## src/rtl/updown_counter_pkg.sv

```systemverilog
// updown_counter_pkg: direction and boundary-policy encodings shared by the counter blocks
package updown_counter_pkg;
  localparam logic MODE_UP = 1'b0;
  localparam logic MODE_DOWN = 1'b1;
  localparam logic POL_WRAP = 1'b0;
  localparam logic POL_SAT = 1'b1;
endpackage

```

## src/rtl/updown_counter_param_if.sv

```systemverilog
// updown_counter_param_if: control and status bundle between a counter and its user
interface updown_counter_param_if #(parameter int WIDTH = 8);
  logic en;
  logic mode;
  logic sat;
  logic [WIDTH-1:0] step;
  logic load;
  logic [WIDTH-1:0] load_val;
  logic clr_flags;
  logic [WIDTH-1:0] count;
  logic evt;
  logic ovf;
  logic unf;
  logic at_max;
  logic at_min;
  modport master (
    output en, mode, sat, step, load, load_val, clr_flags,
    input count, evt, ovf, unf, at_max, at_min
  );
  modport slave (
    input en, mode, sat, step, load, load_val, clr_flags,
    output count, evt, ovf, unf, at_max, at_min
  );
endinterface

```

## src/rtl/mod_step_alu.sv

```systemverilog
// mod_step_alu: one modulo up/down step of count by s with wrap or saturate at the boundaries
module mod_step_alu
  import updown_counter_pkg::*;
#(
  parameter int WIDTH = 8,
  parameter int MAX_VAL = 2**WIDTH-1
) (
  input  logic [WIDTH-1:0] count,
  input  logic [WIDTH-1:0] s,
  input  logic             mode,
  input  logic             sat,
  output logic [WIDTH-1:0] next_count,
  output logic             ovf_hit,
  output logic             unf_hit
);
  localparam logic [WIDTH-1:0] MAXW = WIDTH'(MAX_VAL);
  localparam logic [WIDTH:0] MAXX = (WIDTH+1)'(MAX_VAL);
  localparam logic [WIDTH:0] MODV = MAXX + (WIDTH+1)'(1);
  logic [WIDTH:0] sum;
  logic [WIDTH-1:0] wrap_up, wrap_dn;
  // both wrap results are below MAX_VAL+1, so truncation to WIDTH bits is exact
  assign sum = {1'b0, count} + {1'b0, s};
  assign wrap_up = WIDTH'(sum - MODV);
  assign wrap_dn = WIDTH'({1'b0, count} + MODV - {1'b0, s});
  assign ovf_hit = (mode == MODE_UP) && (sum > MAXX);
  assign unf_hit = (mode == MODE_DOWN) && (s > count);
  always_comb begin
    next_count = ovf_hit ? ((sat == POL_SAT) ? MAXW : wrap_up)
               : unf_hit ? ((sat == POL_SAT) ? '0 : wrap_dn)
               : (mode == MODE_UP) ? sum[WIDTH-1:0] : count - s;
  end
endmodule

```

## src/rtl/updown_counter_param.sv

```systemverilog
// updown_counter_param: modulo up/down counter with load, runtime step, wrap/saturate and sticky flags
module updown_counter_param
  import updown_counter_pkg::*;
#(
  parameter int WIDTH = 8,
  parameter int MAX_VAL = 2**WIDTH-1
) (
  input logic clk,
  input logic rst,
  updown_counter_param_if.slave bus
);
  localparam logic [WIDTH-1:0] MAXW = WIDTH'(MAX_VAL);
  logic [WIDTH-1:0] cnt_q, s, lv, nxt;
  logic evt_q, ovf_q, unf_q, ovf_hit, unf_hit, stepping;
  assign s = (bus.step > MAXW) ? MAXW : bus.step;
  assign lv = (bus.load_val > MAXW) ? MAXW : bus.load_val;
  assign stepping = !bus.load && bus.en;
  mod_step_alu #(.WIDTH(WIDTH), .MAX_VAL(MAX_VAL)) u_alu (
    .count(cnt_q),
    .s(s),
    .mode(bus.mode),
    .sat(bus.sat),
    .next_count(nxt),
    .ovf_hit(ovf_hit),
    .unf_hit(unf_hit)
  );
  // a fresh boundary hit outranks clr_flags in the same cycle
  always_ff @(posedge clk) begin
    if (!rst) begin
      cnt_q <= '0;
      evt_q <= 1'b0;
      ovf_q <= 1'b0;
      unf_q <= 1'b0;
    end else begin
      cnt_q <= bus.load ? lv : bus.en ? nxt : cnt_q;
      evt_q <= stepping && (ovf_hit || unf_hit);
      ovf_q <= (stepping && ovf_hit) || (ovf_q && !bus.clr_flags);
      unf_q <= (stepping && unf_hit) || (unf_q && !bus.clr_flags);
    end
  end
  assign bus.count = cnt_q;
  assign bus.evt = evt_q;
  assign bus.ovf = ovf_q;
  assign bus.unf = unf_q;
  assign bus.at_max = (cnt_q == MAXW);
  assign bus.at_min = (cnt_q == '0);
endmodule

```

## src/flat_wrapper.sv

```systemverilog
// flat-port wrapper written by rule: the top's interface ports become plain ports
module updown_counter_param_flat import updown_counter_pkg::*;
#(
  parameter int WIDTH = 8,
  parameter int MAX_VAL = 2**WIDTH-1
)
  (clk, rst, bus_en, bus_mode, bus_sat, bus_step, bus_load, bus_load_val, bus_clr_flags, bus_count, bus_evt, bus_ovf, bus_unf, bus_at_max, bus_at_min);
  updown_counter_param_if #(.WIDTH(WIDTH)) bus_i ();
  input logic clk;
  input logic rst;
  input wire logic [$bits(bus_i.en)-1:0] bus_en;
  input wire logic [$bits(bus_i.mode)-1:0] bus_mode;
  input wire logic [$bits(bus_i.sat)-1:0] bus_sat;
  input wire logic [$bits(bus_i.step)-1:0] bus_step;
  input wire logic [$bits(bus_i.load)-1:0] bus_load;
  input wire logic [$bits(bus_i.load_val)-1:0] bus_load_val;
  input wire logic [$bits(bus_i.clr_flags)-1:0] bus_clr_flags;
  output wire logic [$bits(bus_i.count)-1:0] bus_count;
  output wire logic [$bits(bus_i.evt)-1:0] bus_evt;
  output wire logic [$bits(bus_i.ovf)-1:0] bus_ovf;
  output wire logic [$bits(bus_i.unf)-1:0] bus_unf;
  output wire logic [$bits(bus_i.at_max)-1:0] bus_at_max;
  output wire logic [$bits(bus_i.at_min)-1:0] bus_at_min;
  assign bus_i.en = bus_en;
  assign bus_i.mode = bus_mode;
  assign bus_i.sat = bus_sat;
  assign bus_i.step = bus_step;
  assign bus_i.load = bus_load;
  assign bus_i.load_val = bus_load_val;
  assign bus_i.clr_flags = bus_clr_flags;
  assign bus_count = bus_i.count;
  assign bus_evt = bus_i.evt;
  assign bus_ovf = bus_i.ovf;
  assign bus_unf = bus_i.unf;
  assign bus_at_max = bus_i.at_max;
  assign bus_at_min = bus_i.at_min;
  updown_counter_param #(.WIDTH(WIDTH), .MAX_VAL(MAX_VAL)) u_core (.clk(clk), .rst(rst), .bus(bus_i));
endmodule
```

## config.mk

```make
export PLATFORM = sky130hd
export DESIGN_NAME = updown_counter_param_flat
export DESIGN_NICKNAME = d
export VERILOG_FILES = /design/src/rtl/updown_counter_pkg.sv /design/src/rtl/updown_counter_param_if.sv /design/src/rtl/mod_step_alu.sv /design/src/rtl/updown_counter_param.sv /design/src/flat_wrapper.sv
export SDC_FILE = /design/constraint.sdc
export NUM_CORES = 1
export LEC_CHECK = 0
export CAP_MARGIN = 20
export CORE_ASPECT_RATIO = 2
export CORE_MARGIN = 3
export CORE_UTILIZATION = 37
export CTS_BUF_LIST = sky130_fd_sc_hd__clkbuf_4 sky130_fd_sc_hd__clkbuf_8
export DETAILED_ROUTE_END_ITERATION = 10
export PLACE_DENSITY = 0.66
export REMOVE_ABC_BUFFERS = 1
export SYNTH_ARGS = -nofsm -noshare
export SYNTH_HDL_FRONTEND = slang
export SYNTH_SLANG_ARGS = --single-unit
```

## constraint.sdc

```tcl
create_clock -name clk -period 4 [get_ports clk]
set_input_delay 0.6 -clock clk [delete_from_list [all_inputs] [get_ports clk]]
set_output_delay 0.6 -clock clk [all_outputs]
set_load 0.01 [all_outputs]
```

# Word-level counts from Yosys, hierarchy flattened

Cells that the tools add are included.

Register bits: 11
Output and inout bits: 13
Word-level logic and storage cells: 39

$add $sub $neg: 5
Order comparisons: 4
Equality and inequality tests: 1
Muxes and demuxes: 9
Bitwise operators: 1
Reduce and logical (&&, ||, !) cells: 15

Operators by type and width:

| cell                                               | number |
|---|---|
| two-way mux 8 bit                                  | 9 |
| > comparator 8 bit, second input constant          | 2 |
| subtractor 8 bit                                   | 2 |
| adder 8 x 8 -> 9 bit                               | 1 |
| > comparator 9 x 8 -> 1 bit, second input constant | 1 |
| adder 8 x 1 -> 8 bit, second input constant        | 1 |
| equality test 8 bit, second input constant         | 1 |
| > comparator 8 bit                                 | 1 |
| logical AND 1 bit                                  | 8 |
| logical NOT 8 bit                                  | 1 |
| subtractor 8 x 1 -> 8 bit, second input constant   | 1 |
| logical OR 1 bit                                   | 3 |
| logical NOT 1 bit                                  | 2 |
| nonzero test 2 bit                                 | 1 |
| inverter 1 bit                                     | 1 |

# Longest topological paths before layout

Word-level depth: 8
Mapped depth: 9

# Cells and area by module

A second synthesis with hierarchy kept.

Cells, all modules: 189
Area, all modules: 1596.5 sq um

Modules (own cells, without submodules):

| module               | instances | cells each | area each (sq um) |
|---|---|---|---|
| mod_step_alu         | 1         | 137        | 1016.0 |
| updown_counter_param | 1         | 52         | 580.6 |

# Worst setup path after synthesis

Ideal clock, no wire load.

Path kind: input to register
Start: in bus_step[2]
End: reg u_core.cnt_q[5], in the netlist u_core.bus.count[5]
Setup time: 120 ps
Arrival: 2306 ps
Setup slack: 1574 ps
Cell stages on the path: 9
Path buffers: 1
Cell sequence: inv_1 ha_1 buf_6 nor2b_4 o31a_1 o41ai_4 a21oi_2 o211a_1 o31a_1

Word-level cells in the longest chain between the ends: 8
Elaborated cells between the ends (all ways): 17
Classes of those cells: add/sub (4); order compare (3); mux (8); reduce/logical (2)

Ends and longest elaborated chain:

| what                                                    | RTL line                   | source |
|---|---|---|
| start, declared                                         | flat_wrapper.sv:14         | `input wire logic [$bits(bus_i.step)-1:0] bus_step;` |
| > comparator 8 bit                                      | updown_counter_param.sv:15 | `assign s = (bus.step > MAXW) ? MAXW : bus.step;` |
| two-way mux 8 bit *                                     | updown_counter_param.sv:15 |  |
| adder 8 x 8 -> 9 bit, or another cell as far along      | mod_step_alu.sv:22         | `assign sum = {1'b0, count} + {1'b0, s};` |
| subtractor 8 x 1 -> 8 bit, or another cell as far along | mod_step_alu.sv:23         | `assign wrap_up = WIDTH'(sum - MODV);` |
| two-way mux 8 bit, or another cell as far along         | mod_step_alu.sv:28         | `next_count = ovf_hit ? ((sat == POL_SAT) ? MAXW : wrap_up)` |
| two-way mux 8 bit *                                     | mod_step_alu.sv:28         |  |
| two-way mux 8 bit * (2 in series)                       | updown_counter_param.sv:35 | `cnt_q <= bus.load ? lv : bus.en ? nxt : cnt_q;` |
| end signal, assigned                                    | updown_counter_param.sv:35 |  |
| end, declared                                           | updown_counter_param.sv:13 | `logic [WIDTH-1:0] cnt_q, s, lv, nxt;` |

Mark *: on every way between the ends. The rest lies on a longest branch, timed or not. The select of a mux whose other input is x is not followed.
A chain may end at the register's enable or synchronous reset.

# Worst setup path in the final report

Same ends and word-level chain as after synthesis.

==> impl_metrics.yaml <==
cells_and_area:
  nFillCells: 426
  multi_input_area_um2: 1120
  layout_commonest_cell: "clkdlybuf4s50_1"
  diodes: 0
  drive_above_1_share: 0.05991
  nets: 259
  regArea_um2: 220.2
  finish.utilization: 0.5020
  final_cell_mix: "clkdlybuf4s50_1 (35), a21oi_1 (19), inv_1 (18)"
  synthToLayoutAreaGrowth_pct: 28.24
pwr:
  p_total_w: 0.0004964
  power_density_nw_per_um2: 265.6
  ir_drop_mv: 0.1757
  power_leakage_nw: 0.7431
worst_setup_path:
  cp_max_fo: 8
  crit_path_start_kind: "primary input"
  critical_path_class: "in -> reg"
  cp-end-kind: "register"
  critPathLaunch: "bus_step[2]"
  worstPathRequired_ps: 4130
  arrival_ps: 3010
  reg2reg_from: "u_core.bus.count[2]$_SDFFE_PN0P_"
placement:
  dp_hpwl_um: 3477
  gp_congestion: 0.8448
  io_buffers: 35
timing:
  slew_headroom: 0.5988
  holdWs_ps: 478.2
  timing.final.max_slew_violations: 0
  worst_slew_pin_slew_ps: 597.2
  hold_viol: 0
  setup_viol: 0
  setup-tns-final_ps: 0
  skew_ps: 0.5710
  timing.final.crit_share: 0.7204
  rsz0062_at_grt: "no"
  finalCriticalPeriod_ps: 2881
  max_freq_mhz: 347.1
clock_network:
  clk_latency_ps: 240
  clk_pin_slew_worst_paths_ps: 50
  cts_buffer_depth: 2
  cts_tree: "yes"
  postCtsSetupBuffers: 0
  cts_buffers: 3
  cts.htree.levels: 1
  ctsRootBufferMaster: "clkbuf_8"
  hold_buffers: 0
  cts_sinks: 11
  cts_resized: 0
floorplanning:
  die_h_um: 94.77
  num_io_pins: 36
  dieArea_um2: 4774
  die_x_um: 50.38
  core_area_um2: 3724
  initial_core_util: 0.3915
  rows: 31
grt:
  grt_pass1_vias: 1539
  grt_util_all_layers: 0.1864
  grt_pass1_wl_um: 7024
  antenna_found_initial: 0
  grt_overflow_total: 0
  grt_max_degree: 19
min_path:
  min_path_type: "reg -> reg"
  hp-start: "u_core.bus.ovf$_SDFF_PN0_"
synthesis:
  synth_area_leaders: "dfxtp_1 (15%), ha_1 (14%), a21oi_1 (6.5%)"
  yosysTopAreaCellShare: 0.1511
  synth-main-ff-cell: "dfxtp_1"
  yosysSeqAreaShare: 0.1511
  async_flop_share: 0
  post_synth_instance_area_um2: 1458
  yosys_warnings: 0
  yosys_register_bits: 11
  synth_area_leader_cell: "dfxtp_1"
  synth_edf_count: 0
  syn-instance-count: 185
  avgSynthCellArea_um2: 7.879
  ys_types: 54
route:
  wl_um: 4245
  ant_nets: 0
  firstDrtPassIters: 4
  vias: 1508
  drt_iter0_drc: 34
  drc_errors: 0
  wire_per_inst_um: 15.96
  vias_per_cell: 5.669
job:
  drv_cap: 0
outcome:
  outcome: "complete, no violations"
worst max-delay path: stages:
cell             delay (ps)
clkdlybuf4s50_1         480
inv_1                    50
ha_1                    380
nor2b_4                 170
o31a_1                  270
o41ai_4                 540
a21oi_2                 160
o211a_1                 140
o31a_1                  220
Yosys cell counts, drive strengths merged (2+ instances only):
cell type,count
a21oi,20
inv,18
ha,16
nand2,12
dfxtp,11
o21ai,10
nor2,9
nor3,8
nor2b,7
xnor2,7
nor3b,5
a31oi,4
clkbuf,4
o211ai,4
or4,4
buf,3
nand2b,3
o21a,3
o22ai,3
a22oi,2
fa,2
nand4,2
o311ai,2
o31a,2
o41ai,2
xor2,2
routing by layer:
metal | routed length (um) | part of all wire | track usage | vias to the layer above
met5 | 0 | 0 | 0 | -
li1 | - | - | - | 742
met4 | 81 | 0.019 | 0.05169 | 0
met3 | 85 | 0.020 | 0.01106 | 10
met1 | 1602 | 0.38 | 0.1983 | 726
met2 | 2475 | 0.58 | 0.3766 | 30
state kept, by name (all words and copies together), names as in the netlist:
| signal | flops |
|---|---|
| u_core.bus.count | 8 |
| u_core.bus.evt | 1 |
| u_core.bus.ovf | 1 |
| u_core.bus.unf | 1 |
cell type report:
class,instances,area share
repair buffers,35,0.1874
flip-flops and latches,11,0.1178
well taps,49,0.03280
clock inverters,1,0.002677
multi-input cells,148,0.5991
inverters,19,0.03815
clock buffers,3,0.02209
power by group:
group	total, W	internal [W]	switching, W
Combinational	0.000248	0.000120	0.000128
Sequential	0.000135	0.000119	0.0000161
Clock	0.000114	0.0000687	0.0000452
Total	0.000496	0.000308	0.000189
through the flow:
step	cells	setup WS [ps]	cell area (um^2)
2_1_floorplan	178	1581	1411
3_3_place_gp	262	925.1	1823
3_5_place_dp	262	870.8	1823
4_1_cts	266	1121	1869
5_1_grt	266	915.8	1869
6_report	266	1119	1869
final timing paths:
kind | cells after the start | slack, ps | to
min | 2 | 480 | u_core.bus.ovf$_SDFF_PN0_
max | 9 | 1120 | u_core.bus.count[5]$_SDFFE_PN0P_
max reg2reg | 7 | 1540 | u_core.bus.count[5]$_SDFFE_PN0P_
min reg2reg | 2 | 480 | u_core.bus.ovf$_SDFF_PN0_
kinds of logic after synthesis:
group / synth area share
compound gates: 0.3219
xor+xnor: 0.05408
fa+ha+maj: 0.1648
buf+inv: 0.08068
flops: 0.1511
simple gates: 0.2275
Note: power is estimated with default switching activity, not from simulation.
